### src/rtl/uart_tx_arbiter.sv
// Round-robin, packet-granular arbiter that shares one UART transmitter among NUM_REQ byte streams.
// Sequences the DATA_IN/DATA_SEND/BUSY handshake per byte with an acknowledge watchdog.
module uart_tx_arbiter #(
  parameter int unsigned NUM_REQ     = 4,
  parameter int unsigned ACK_TIMEOUT = 64
) (
  input  logic                 CLK,
  input  logic                 RST,
  input  logic [NUM_REQ-1:0]   REQ_VLD,
  input  logic [8*NUM_REQ-1:0] REQ_DATA,
  input  logic [NUM_REQ-1:0]   REQ_LAST,
  output logic [NUM_REQ-1:0]   REQ_RDY,
  output logic [NUM_REQ-1:0]   GRANT,
  output logic [7:0]           UART_DATA_IN,
  output logic                 UART_DATA_SEND,
  input  logic                 UART_BUSY,
  output logic                 PKT_DONE,
  output logic                 TIMEOUT_ERR
);

  localparam int unsigned IdxW = $clog2(NUM_REQ);
  localparam int unsigned WdW  = $clog2(ACK_TIMEOUT);
  localparam logic [WdW-1:0] WdMax = WdW'(ACK_TIMEOUT - 1);

  typedef enum logic [2:0] {StIdle, StLoad, StSend, StAck, StDrain} state_e;

  state_e             state_q;
  logic [NUM_REQ-1:0] grant_q;
  logic [IdxW-1:0]    gidx_q;
  logic [IdxW-1:0]    ptr_q;
  logic [7:0]         data_q;
  logic               last_q;
  logic [WdW-1:0]     wdog_q;
  logic               send_q;

  logic [IdxW-1:0]    win_idx;
  logic               win_vld;
  logic [IdxW-1:0]    cand_idx;
  logic               accept;
  logic [7:0]         sel_data;
  logic               sel_last;

  // First requesting index strictly after the pointer, wrapping around.
  always_comb begin
    win_idx  = '0;
    win_vld  = 1'b0;
    cand_idx = '0;
    for (int unsigned k = 1; k <= NUM_REQ; k++) begin
      cand_idx = IdxW'((32'(ptr_q) + k) % NUM_REQ);
      if (!win_vld && REQ_VLD[cand_idx]) begin
        win_vld = 1'b1;
        win_idx = cand_idx;
      end
    end
  end

  assign REQ_RDY  = (state_q == StLoad && !UART_BUSY) ? (grant_q & REQ_VLD) : '0;
  assign accept   = |REQ_RDY;
  assign sel_data = REQ_DATA[32'(gidx_q) * 8 +: 8];
  assign sel_last = REQ_LAST[gidx_q];

  assign GRANT          = grant_q;
  assign UART_DATA_IN   = data_q;
  assign UART_DATA_SEND = send_q;
  assign PKT_DONE       = (state_q == StDrain) && !UART_BUSY && last_q;
  assign TIMEOUT_ERR    = (state_q == StAck) && !UART_BUSY && (wdog_q == WdMax);

  always_ff @(posedge CLK) begin
    if (RST) begin
      state_q <= StIdle;
      grant_q <= '0;
      gidx_q  <= '0;
      ptr_q   <= IdxW'(NUM_REQ - 1);
      data_q  <= 8'h00;
      last_q  <= 1'b0;
      wdog_q  <= '0;
      send_q  <= 1'b0;
    end else begin
      send_q <= 1'b0;
      case (state_q)
        StIdle: begin
          if (win_vld) begin
            grant_q          <= '0;
            grant_q[win_idx] <= 1'b1;
            gidx_q           <= win_idx;
            state_q          <= StLoad;
          end
        end
        StLoad: begin
          // Packet lock: an idle owner stalls here and everyone else waits.
          if (accept) begin
            data_q  <= sel_data;
            last_q  <= sel_last;
            send_q  <= 1'b1;
            state_q <= StSend;
          end
        end
        StSend: begin
          wdog_q  <= '0;
          state_q <= StAck;
        end
        StAck: begin
          if (UART_BUSY) begin
            state_q <= StDrain;
          end else if (wdog_q == WdMax) begin
            // Abort; the owner's remaining bytes compete again as a new packet.
            grant_q <= '0;
            ptr_q   <= gidx_q;
            state_q <= StIdle;
          end else begin
            wdog_q <= wdog_q + 1'b1;
          end
        end
        StDrain: begin
          if (!UART_BUSY) begin
            if (last_q) begin
              grant_q <= '0;
              ptr_q   <= gidx_q;
              state_q <= StIdle;
            end else begin
              state_q <= StLoad;
            end
          end
        end
        default: state_q <= StIdle;
      endcase
    end
  end

endmodule
### config.mk
export PLATFORM = sky130hd
export DESIGN_NAME = uart_tx_arbiter
export DESIGN_NICKNAME = d
export VERILOG_FILES = /design/src/rtl/uart_tx_arbiter.sv
export SDC_FILE = /design/constraint.sdc
export NUM_CORES = 1
export LEC_CHECK = 0
export BUFFER_PORTS_ARGS = -buffer_cell sky130_fd_sc_hd__buf_2
export CORE_MARGIN = 5
export CORE_UTILIZATION = 45
export CTS_CLUSTER_DIAMETER = 120
export DETAILED_ROUTE_END_ITERATION = 12
export PLACE_DENSITY = 0.86
export SLEW_MARGIN = 40
export SYNTH_ARGS = -nofsm -noshare
export SYNTH_HDL_FRONTEND = slang
export SYNTH_SLANG_ARGS = --single-unit
### constraint.sdc
create_clock -name CLK -period 1.9 [get_ports CLK]
set_input_delay 0.38 -clock CLK [delete_from_list [all_inputs] [get_ports CLK]]
set_output_delay 0.38 -clock CLK [all_outputs]
set_load 0.05 [all_outputs]
==> results.env <==
STATUS='completed'
FINISH.INSTANCE_AREA_UM2=2050
NUM_ROWS=21
GLOBALPLACE.CONGESTION=0.794
DESIGN.FINAL.NETS=282
GRT.TOTAL_USAGE_PCT=18.1
DRTITER0DRC=59
SLEW-LIMIT-HEADROOM_PCT=63.0
CLK_PIN_SLEW_NS=0.16
DIEAREA_UM2=4680
ANTENNA_DIODE_COUNT=0
FINALCOREUTILIZATION_PCT=61.8
CLOCKROOTBUFFER='sky130_fd_sc_hd__clkbuf_4'
TIMING.CRITICAL_PATH.FROM='wdog_q[1]'
DP_HPWL_UM=3240
LAYOUT_MIN_CYCLE_TIME_NS=1.81
CAPTURE_INSTANCE_OF_THE_WORST_REGISTER_TO_REGISTER_PATH='wdog_q[5]'
SYNTH_CELLS=169
TRITONCTS.NUM_BUFFERS=3
DRT_WL_TOTAL_UM=4160
AVGROUTEDWIREPERCELL_UM=14.7
REQUIRED_NS=1.52
CTS_BUFFER_DEPTH=2
HOLD_PATH.CLASS='input port to flop'
CRIT_PATH_TOP_DELAY_CELL='sky130_fd_sc_hd__dfxtp_4'
DIE-WIDTH_UM=68.4
CTS.SINK_COUNT=27
FILLCELLCOUNT=288
SYNTH_EDF_COUNT=0
POST_DRT_ANTENNA_NETS=0
FIRST_GLOBAL_VIAS=1428
FMAX_MHz=552
CRITICALPATHCATEGORY='flop to output pin'
POST_ROUTE_CELLS_DRIVE_ABOVE_1_SHARE_PCT=43.9
FIN_CELLS=283
CLK_LATENCY_NS=0.34
FIRST_PASS_GRT_WIRE_LENGTH_UM=6430
CLOCK_TREE.HTREE_LEVEL_COUNT=1
PWRDENS_nW_PER_UM2=562
ANTENNA_VIOLATIONS_BEFORE_REPAIR=0
STATIC-LEAKAGE-POWER_nW=0.913
VIA_COUNT=1526
PLACE.DETAILED.INSTANCES=275
AVGSYNTHCELLAREA_UM2=9.08
DIE_HEIGHT_UM=68.4
CRITICAL_PATH_BUF_INV_COUNT=1
SYNTH_TOP_AREA_SHARE_PCT=35.2
TOP_CELL_TYPE_BY_TOTAL_AREA_AFTER_SYNTHESIS='sky130_fd_sc_hd__dfxtp_1'
FINAL-SETUP-VIOL-COUNT=0
PRECTSSETUPSLACK_NS=0.159
R2R-START='wdog_q[1]'
CRIT_FAMILY='flip-flops'
PIN_COUNT_OF_THE_BIGGEST_NET_ENTERING_GLOBAL_ROUTING=20
SYNTH_TOP_FLOP_CELL='sky130_fd_sc_hd__dfxtp_1'
TIMING.CRITICAL_PATH.ARRIVAL_NS=1.43
MAPPEDNETLISTAREA_UM2=1540
CRITICAL_PATH.STARTPOINT_TYPE='flop'
ENDPOINT_KIND='output pin'
GRT_SETUP_UNREPAIRED='true'
ROUTER_ITERATIONS_BEFORE_ANTENNA_REPAIR=4
POST_DRT_VIA_CELL_RATIO=5.39
CRITPATHMAXSTAGEDELAY_NS=0.40
WORST-R2R-CELL-COUNT=6
POST-ROUTE-DRC-COUNT=0
FINCLKSKEW_NS=0.0112
CRITPATHCAPTURE='TIMEOUT_ERR'
SYNTHESIS.YOSYS.WARNINGS=0
POSTPLACECELLAREA_UM2=1910
FINAL_TOTAL_NEGATIVE_SETUP_SLACK_NS=0
NUM_IO_PINS=62
YS_FF_LATCH=27
PEAKVDDDROP_V=0.000386
YS_ASYNC_SR_FRACTION_PCT=0
MAX-CAP-VIOLATIONS=0
CTS_TREE='built'
CP.DEPTH=5
GR-TOTAL-OVERFLOW=0
LEAST_SETUP_SLACK_ACROSS_ALL_PATHS_AFTER_LAYOUT_NS=0.0873
R2R_SLACK_NS=0.29
DRV_SLEW=0
TIMING.CRITICAL_PATH.FANOUT_MAX=6
SIGNED_AREA_CHANGE_FROM_THE_SYNTHESIZED_NETLIST_TO_THE_FINAL_LAYOUT_PCT=33.3
MOST_AREA_CONSUMING_CELLS_AFTER_SYNTHESIS='sky130_fd_sc_hd__dfxtp_1 35%, sky130_fd_sc_hd__mux4_2 13%, sky130_fd_sc_hd__nor2_1 7.3%'
CTS_HOLD_REPAIR.BUFFERS=0
FINALHOLDVIOLATIONS=0
SYNTH_FP_NETS=213
YOSYSSEQAREASHARE_PCT=35.2
WORST-SLEW-PIN-TRANSITION_NS=0.552
CRITICAL_PATH.CELL_CHAIN='ha_4 -> nand3_4 -> nor2_2 -> and4_1 -> buf_6'
TCRIT_TCLK_FINAL_PCT=95.4
CORE_AREA_UM2=3310
INITIAL_CORE_UTIL_PCT=46.4
SYNTH_CELL_TYPE_COUNT=40
WHS_PATH_DEPTH=3
PLACE.PORT_BUFFERS=61
-- per-stage QoR --
step                hold WS (ns)  power (W)
detailed placement         0.482   0.000897
global route               0.376    0.00121
floorplan                  0.463   0.000800
finish                     0.369    0.00115
CTS                        0.355    0.00115
global placement           0.472   0.000886
-- sequential cells by signal (all words and copies together) (netlist names) --
| name | count |
|---|---|
| UART_DATA_SEND | 1 |
| GRANT | 4 |
| wdog_q | 6 |
| UART_DATA_IN | 8 |
| ptr_q | 2 |
| gidx_q | 2 |
| last_q | 1 |
| state_q | 3 |
-- worst min-delay path by stage --
stage | to | start
global placement | wdog_q[1] | wdog_q[1]
detailed placement | UART_DATA_IN[5] | UART_DATA_IN[5]
finish | state_q[2] | UART_BUSY
global route | state_q[2] | UART_BUSY
CTS | state_q[2] | UART_BUSY
floorplan | wdog_q[1] | wdog_q[1]
-- final cells by class --
class                   count  area [um2]  area share, %
multi-input cells         130         982           48.0
flip-flops and latches     27         554           27.1
repair buffers             71         403           19.7
well taps                  46        57.6           2.81
clock buffers               3        22.5           1.10
inverters                   5        18.8          0.917
clock inverters             1        7.51          0.367
-- cells by family (layout without fill, tap and decap cells) --
group | Yosys count | in the layout | share of synthesized area [%]
AO/OA/AOI/OAI | 34 | 34 | 15.2
buffers and inverters | 12 | 80 | 3.26
adder cells (fa/ha/maj) | 1 | 1 | 0.815
XOR/XNOR | 2 | 2 | 1.14
multiplexers | 19 | 19 | 19.7
flip-flops | 27 | 27 | 35.2
AND/OR/NAND/NOR | 74 | 74 | 24.6
-- placed cells by master (no fill, tap or decap), drive strengths merged, types with 6 or more instances in the layout --
| master | count |
|---|---|
| mux2i | 10 |
| buf | 71 |
| mux4 | 9 |
| nand3b | 6 |
| nor2 | 30 |
| o21ai | 8 |
| nand2 | 14 |
| dfxtp | 27 |
| nand3 | 6 |
| a21oi | 10 |
-- routing by layer --
layer | vias to the layer above | track usage [%] | share of wire (%)
met5 | - | 0 | 0
met3 | 9 | 3.61 | 3.2
li1 | 756 | - | -
met2 | 37 | 30.3 | 54
met1 | 724 | 22.8 | 41
met4 | 0 | 6.95 | 1.8
-- what timing repair did --
item,4_1_cts,5_1_grt
endpoints found under the setup margin,6,6
gates cloned,0,0
resized for setup,15,9
pin swaps,1,1
buffers inserted,1,3
-- report_power, final --
group | switching [W] | internal [W] | leakage [nW] | total [W]
Clock | 0.000181 | 0.0000808 | 0.0139 | 0.000262
Sequential | 0.0000193 | 0.000582 | 0.222 | 0.000601
Combinational | 0.000152 | 0.000135 | 0.677 | 0.000287
-- worst reg2reg max path: cells and delay by family (launching register included) --
kind | cells | cell delay (ns)
simple gates | 3 | 0.31
compound gates | 1 | 0.50
flops | 1 | 0.40
xor+xnor | 1 | 0.16
fa+ha+maj | 1 | 0.14
-- cell usage after synthesis (all sizes together) (3+ instances only) --
master   n
nor2    30
dfxtp   27
nand2   14
a21oi   10
mux2i   10
mux4     9
o21ai    8
nand3    6
nand3b   6
a211oi   5
inv      5
buf      4
clkbuf   3
nor2b    3
nor3     3
or3      3
No activity file was read; power rests on OpenSTA's default activity.
